File: src/rtl/ps2_pkg.sv
`timescale 1ns/1ps
`default_nettype none
// ============================================================================
// Module : ps2_pkg
// Brief  : Shared types and timing helpers for the PS/2 host transmitter
//          and the receive path.
// Rev    : 1.0  initial release
// ============================================================================
package ps2_pkg;

  // Transmitter sequencing states
  typedef enum logic [2:0] {
    IDLE     = 3'd0,
    INHIBIT  = 3'd1,
    SHIFT    = 3'd2,
    ACK      = 3'd3,
    WAITIDLE = 3'd4
  } ps2_state_t;

  // Frame slot indices following the eight data bits
  localparam int unsigned PARITY_BIT = 8;
  localparam int unsigned STOP_BIT   = 9;

  // Inhibit length in clk cycles; 64-bit math avoids overflow of freq*us
  function automatic int unsigned inh_cycles(input longint unsigned clkfreq,
                                             input longint unsigned us);
    return 32'(clkfreq * us / 64'd1000000);
  endfunction

  // Timeout length in clk cycles (MHz first, then scaled by the microseconds)
  function automatic int unsigned to_cycles(input longint unsigned clkfreq,
                                            input longint unsigned us);
    return 32'((clkfreq / 64'd1000000) * us);
  endfunction

endpackage
`default_nettype wire

File: src/rtl/ps2_line_filter.sv
`timescale 1ns/1ps
`default_nettype none
// ============================================================================
// Module : ps2_line_filter
// Brief  : 2-FF synchroniser, 4-sample deglitch and falling-edge strobe for
//          one open-collector PS/2 line.
// Rev    : 1.0  initial release
// ============================================================================
module ps2_line_filter (
  input  logic clk,
  input  logic rst,
  input  logic i_line,
  output logic o_filt,
  output logic o_fall
);

  logic [1:0] r_sync;
  logic [3:0] r_hist;
  logic       r_filt;
  logic       r_fall;

  // Synchronise, keep the last four samples, and move the filtered level
  // only when all four agree; the idle bus level is high.
  always_ff @(posedge clk or posedge rst) begin
    if (rst) begin
      r_sync <= 2'b11;
      r_hist <= 4'hF;
      r_filt <= 1'b1;
      r_fall <= 1'b0;
    end else begin
      r_sync <= {r_sync[0], i_line};
      r_hist <= {r_hist[2:0], r_sync[1]};
      r_fall <= r_filt && (r_hist == 4'h0);
      if (r_hist == 4'hF) begin
        r_filt <= 1'b1;
      end else if (r_hist == 4'h0) begin
        r_filt <= 1'b0;
      end
    end
  end

  assign o_filt = r_filt;
  assign o_fall = r_fall;

endmodule
`default_nettype wire

File: src/rtl/ps2_host_tx.sv
`timescale 1ns/1ps
`default_nettype none
// ============================================================================
// Module : ps2_host_tx
// Brief  : PS/2 host-to-device command transmitter. Inhibits the bus, issues
//          a request-to-send, shifts out data/parity/stop on device clock
//          falls, checks the acknowledge and waits for the bus to go idle.
// Rev    : 1.0  initial release
// ============================================================================
module ps2_host_tx
  import ps2_pkg::*;
#(
  parameter int unsigned CLKFREQ    = 28000000,
  parameter int unsigned INHIBIT_US = 100,
  parameter int unsigned TIMEOUT_US = 15000
) (
  input  logic       clk,
  input  logic       rst,
  input  logic       ps2clk_in,
  input  logic       ps2data_in,
  output logic       ps2clk_oe,
  output logic       ps2data_oe,
  input  logic [7:0] data,
  input  logic       send,
  output logic       busy,
  output logic       done,
  output logic       error
);

  localparam int unsigned c_INH_CYC = inh_cycles(64'(CLKFREQ), 64'(INHIBIT_US));
  localparam int unsigned c_TO_CYC  = to_cycles(64'(CLKFREQ), 64'(TIMEOUT_US));
  localparam int unsigned c_TMR_MAX = (c_TO_CYC > c_INH_CYC) ? c_TO_CYC : c_INH_CYC;
  localparam int          c_TMR_W   = $clog2(c_TMR_MAX + 1);

  localparam logic [c_TMR_W-1:0] c_INH_LAST = c_TMR_W'(c_INH_CYC - 1);
  localparam logic [c_TMR_W-1:0] c_TO_LAST  = c_TMR_W'(c_TO_CYC - 1);
  localparam logic [3:0]         c_PAR_IDX  = 4'(PARITY_BIT);
  localparam logic [3:0]         c_STOP_IDX = 4'(STOP_BIT);

  logic w_clk_filt;
  logic w_clk_fall;
  logic w_data_filt;
  logic w_data_fall_unused;
  logic w_timeout;

  ps2_state_t         r_state;
  logic [7:0]         r_shreg;
  logic               r_par;
  logic [3:0]         r_bitcnt;
  logic [c_TMR_W-1:0] r_timer;
  logic               r_clk_oe;
  logic               r_data_oe;
  logic               r_busy;
  logic               r_done;
  logic               r_error;

  ps2_line_filter u_clk_filter (
    .clk    (clk),
    .rst    (rst),
    .i_line (ps2clk_in),
    .o_filt (w_clk_filt),
    .o_fall (w_clk_fall)
  );

  ps2_line_filter u_data_filter (
    .clk    (clk),
    .rst    (rst),
    .i_line (ps2data_in),
    .o_filt (w_data_filt),
    .o_fall (w_data_fall_unused)
  );

  assign w_timeout = (r_timer == c_TO_LAST);

  // Transfer sequencer: all outputs are registered; done/error are one-cycle
  // pulses and the timeout takes priority over any bus event in its cycle.
  always_ff @(posedge clk or posedge rst) begin
    if (rst) begin
      r_state   <= IDLE;
      r_shreg   <= 8'h00;
      r_par     <= 1'b0;
      r_bitcnt  <= 4'd0;
      r_timer   <= '0;
      r_clk_oe  <= 1'b0;
      r_data_oe <= 1'b0;
      r_busy    <= 1'b0;
      r_done    <= 1'b0;
      r_error   <= 1'b0;
    end else begin
      r_done  <= 1'b0;
      r_error <= 1'b0;
      case (r_state)
        IDLE: begin
          // A request coinciding with the previous completion pulse is dropped
          if (send && !r_done && !r_error) begin
            r_shreg  <= data;
            r_par    <= ~^data;
            r_bitcnt <= 4'd0;
            r_timer  <= '0;
            r_busy   <= 1'b1;
            r_clk_oe <= 1'b1;
            r_state  <= INHIBIT;
          end
        end

        INHIBIT: begin
          if (r_timer == c_INH_LAST) begin
            r_data_oe <= 1'b1;
            r_clk_oe  <= 1'b0;
            r_timer   <= '0;
            r_state   <= SHIFT;
          end else begin
            r_timer <= r_timer + 1'b1;
          end
        end

        SHIFT: begin
          if (w_timeout) begin
            r_clk_oe  <= 1'b0;
            r_data_oe <= 1'b0;
            r_busy    <= 1'b0;
            r_error   <= 1'b1;
            r_state   <= IDLE;
          end else begin
            r_timer <= r_timer + 1'b1;
            if (w_clk_fall) begin
              r_bitcnt <= r_bitcnt + 1'b1;
              if (r_bitcnt < c_PAR_IDX) begin
                r_data_oe <= ~r_shreg[r_bitcnt[2:0]];
              end else if (r_bitcnt == c_PAR_IDX) begin
                r_data_oe <= ~r_par;
              end else begin
                // Stop slot: release data; anything past it is the ack slot
                r_data_oe <= 1'b0;
                if (r_bitcnt >= c_STOP_IDX) begin
                  r_state <= ACK;
                end
              end
            end
          end
        end

        ACK: begin
          if (w_timeout) begin
            r_clk_oe  <= 1'b0;
            r_data_oe <= 1'b0;
            r_busy    <= 1'b0;
            r_error   <= 1'b1;
            r_state   <= IDLE;
          end else begin
            r_timer <= r_timer + 1'b1;
            if (w_clk_fall) begin
              if (!w_data_filt) begin
                r_state <= WAITIDLE;
              end else begin
                r_busy  <= 1'b0;
                r_error <= 1'b1;
                r_state <= IDLE;
              end
            end
          end
        end

        WAITIDLE: begin
          if (w_timeout) begin
            r_clk_oe  <= 1'b0;
            r_data_oe <= 1'b0;
            r_busy    <= 1'b0;
            r_error   <= 1'b1;
            r_state   <= IDLE;
          end else begin
            r_timer <= r_timer + 1'b1;
            if (w_clk_filt && w_data_filt) begin
              r_busy  <= 1'b0;
              r_done  <= 1'b1;
              r_state <= IDLE;
            end
          end
        end

        default: begin
          r_clk_oe  <= 1'b0;
          r_data_oe <= 1'b0;
          r_busy    <= 1'b0;
          r_state   <= IDLE;
        end
      endcase
    end
  end

  assign ps2clk_oe  = r_clk_oe;
  assign ps2data_oe = r_data_oe;
  assign busy       = r_busy;
  assign done       = r_done;
  assign error      = r_error;

endmodule
`default_nettype wire
File: config.mk
export PLATFORM = sky130hd
export DESIGN_NAME = ps2_host_tx
export DESIGN_NICKNAME = d
export VERILOG_FILES = /design/src/rtl/ps2_pkg.sv /design/src/rtl/ps2_line_filter.sv /design/src/rtl/ps2_host_tx.sv
export SDC_FILE = /design/constraint.sdc
export NUM_CORES = 1
export LEC_CHECK = 0
export ABC_AREA = 1
export BUFFER_PORTS_ARGS = -buffer_cell sky130_fd_sc_hd__clkbuf_2
export CAP_MARGIN = 20
export CORE_UTILIZATION = 50
export DETAILED_ROUTE_END_ITERATION = 10
export HOLD_SLACK_MARGIN = 0.03
export PLACE_DENSITY = 0.67
export SYNTH_ARGS = -nofsm -noshare
export SYNTH_HDL_FRONTEND = slang
export SYNTH_SLANG_ARGS = --single-unit
File: constraint.sdc
create_clock -name clk -period 2.2 [get_ports clk]
set_input_delay 0.44 -clock clk [delete_from_list [all_inputs] [get_ports clk]]
set_output_delay 0.44 -clock clk [all_outputs]
set_load 0.05 [all_outputs]
==> run metrics <==
Setup violations, final=0; final hold viol count=0; Hold Path Class=in2async; WL/cell=14.5 um; pin slew with the least headroom to its limit=0.550 ns; CTS sink count=55; outcome=completed; Finished Core Util=57.5%; Tot GR Track Use=24.1%; setup tns final=0 ns; CP Cell Sequence=ha_1 -> nand2_2 -> nor2_4 -> inv_1 -> nor2_1 -> nand3_1 -> nand2_1 -> nand2_2 -> nor2_4 -> nand2_2 -> nand2_1 -> nand2_1; number of global-route vias before repair=2,395; CTS max path bufs=2; syn avg cell area=8.07 um^2; total grt overflow=0; RSZ-0062 raised after global routing=false; CORE AREA=0.00599 mm^2; Worst-path clk slew=0.10 ns; WP data arrival=2.11 ns; Antenna Nets Post-Route=0; CTS Hold Bufs=0; Die H=81.3 um; detailed-route wire length=7140 um; n_diodes=0; reg2reg start=r_timer[0]; # IOs=18; post-place setup slack=0.338 ns; period utilisation layout=86.3%; CP Capture Point=r_state[0]; Post-Synthesis Cells=390; synthesized area=0.00315 mm^2; Crit path largest cell delay=0.42 ns; DP Area=0.00335 mm^2; Worst path slowest cell=dfrtp_1; largest net degree at the start of global routing=27; CP Class=reg2reg; PortBufs=17; leak pwr=0.00160 uW; CTS tree=yes; Unique masters post-synth=35; TritonCTS Buffers=5; Power Density=972 mW/mm^2; sequential-to-total area share from yosys stat=44.3%; Slew Limit Fails=0; post-synthesis register bit count=55; post-detail-place hpwl=5470 um; die area=0.00662 mm^2; Worst Setup Start Kind=register; Worst Reg2Reg Path Length in Cells=12; initial core utilization=52.5%; die width=81.3 um; Slew headroom=63.3%; reg-to-reg slack, setup=0.30 ns; Max Freq=527 MHz; share of layout cells above drive strength 1=22.0%; critical path endpoint category=register; overall power=3350 uW; First DRT Iteration DRCs=157; Worst Setup SP=r_timer[0]; first-pass GRT wire length=11,900 um; Synth Warn #=0; Final GP Congestion=0.987; initial antenna violation count=0; clk_lat worst skew=0.31 ns; WP data required=2.41 ns; worst-path maximum fanout=6; syn_nets=406; clock root buffer=clkbuf_8; drt first pass iters=5; fin area=0.00345 mm^2; H-tree levels=2; worst setup margin=0.301 ns; # Max-Cap Violations=0; Residual DRC=0; routed vias/inst=5.44; post-layout min period=1.90 ns; Synth-to-Final Area Change=9.50%; nets@finish=433; post-CTS setup buffers=0; worst vdd ir=0.524 mV; site row count=28; Clock Skew=0.00789 ns; via count=2,684; PostCTS Resize Cnt=0; worst reg2reg endpoint=r_state[0]
power breakdown:
group          total, uW  internal (uW)  switching [uW]  leakage, uW
clock network        582            234             348    0.0000495
registers           1370           1220             154     0.000688
logic               1400            459             941     0.000860
routing by layer:
| layer | global-route usage [%] | vias to the layer above | wire length, um |
|---|---|---|---|
| met5 | 0 | - | 0 |
| met4 | 6.07 | 0 | 74 |
| met3 | 3.82 | 6 | 393 |
| met2 | 35.8 | 88 | 3150 |
| met1 | 36.3 | 1250 | 3520 |
| li1 | - | 1340 | - |
cell families after synthesis:
family          synth area share, %
buf+inv                        6.40
fa+ha+maj                      1.19
compound gates                 8.58
flops                          44.3
mux                            2.50
xor+xnor                       4.73
simple gates                   32.3
synth_stat cells:
cell type	number	area share (%)
and3_1	1	0.20
nand4_1	11	2.2
inv_1	39	4.7
nand3_4	1	0.56
buf_6	1	0.36
o21ai_2	6	1.7
nor3_1	8	1.3
o21bai_1	3	0.72
buf_2	2	0.32
nand2_4	1	0.36
o211ai_2	1	0.40
clkbuf_1	1	0.12
nand3b_1	1	0.24
nor4_1	3	0.60
xnor2_1	6	1.7
nand3_1	42	6.7
a21oi_1	11	1.7
nand2_2	9	1.8
ha_1	3	1.2
nand3_2	1	0.32
nor2_2	4	0.79
o211ai_1	3	0.72
dfstp_2	14	12
o21ai_0	20	3.2
and2_1	1	0.20
nor2_1	34	4.1
nor2_4	6	2.1
dfrtp_1	41	33
nand2_1	87	10
o21ai_1	1	0.16
nor3_2	1	0.32
xor2_1	11	3.1
nor3b_1	1	0.24
inv_2	8	0.95
mux2_2	7	2.5
metrics by stage:
stage / hold WS [ns] / instances
floorplan: 0.345 / 390
detailed placement: 0.348 / 485
CTS: 0.167 / 493
global placement: 0.346 / 485
global route: 0.177 / 493
finish: 0.144 / 493
sequential cells by signal (all words and copies together), names as in the netlist, 2 cells and up:
name	count
u_data_filter.r_sync	2
u_data_filter.r_hist	4
u_clk_filter.r_hist	4
r_timer	19
r_state	3
r_shreg	8
r_bitcnt	4
u_clk_filter.r_sync	2
worst min-delay path by stage:
stage	startpoint	to	slack (ns)	cells after the start
detailed placement	u_data_filter.r_sync[0]	u_data_filter.r_sync[1]	0.35	0
global route	rst	r_timer[2]	0.18	2
floorplan	u_clk_filter.r_sync[1]	u_clk_filter.r_hist[0]	0.35	0
CTS	rst	r_bitcnt[0]	0.17	2
global placement	u_data_filter.r_sync[1]	u_data_filter.r_hist[0]	0.35	0
finish	rst	r_timer[7]	0.14	2
cells in the final DEF (no fill, tap or decap), drive strengths merged:
| cell type | count |
|---|---|
| nand2 | 97 |
| inv | 50 |
| nand3 | 44 |
| nor2 | 44 |
| dfrtp | 41 |
| o21ai | 27 |
| clkbuf | 22 |
| dfstp | 14 |
| nand4 | 11 |
| a21oi | 11 |
| xor2 | 11 |
| nor3 | 9 |
| mux2 | 7 |
| buf | 7 |
| xnor2 | 6 |
| o211ai | 4 |
| o21bai | 3 |
| nor4 | 3 |
| ha | 3 |
| nor3b | 1 |
| nand3b | 1 |
| and2 | 1 |
| and3 | 1 |
layout make-up:
type                            instances  area [um^2]
Fill cell                             553         2540
Multi-Input combinational cell        284         1550
Sequential cell                        55         1390
Inverter                               47          176
Timing Repair Buffer                   24          138
Tap cell                               75         93.8
Clock buffer                            5         68.8
Clock inverter                          3         23.8
critical path, delay by kind of cell, from the launching register on:
kind / cells / cell delay (ns)
adders and majority gates: 1 / 0.26
buffers and inverters: 1 / 0.09
DFF: 1 / 0.42
and+or+nand+nor: 10 / 1.03
Note: power is estimated with default switching activity, not from simulation.
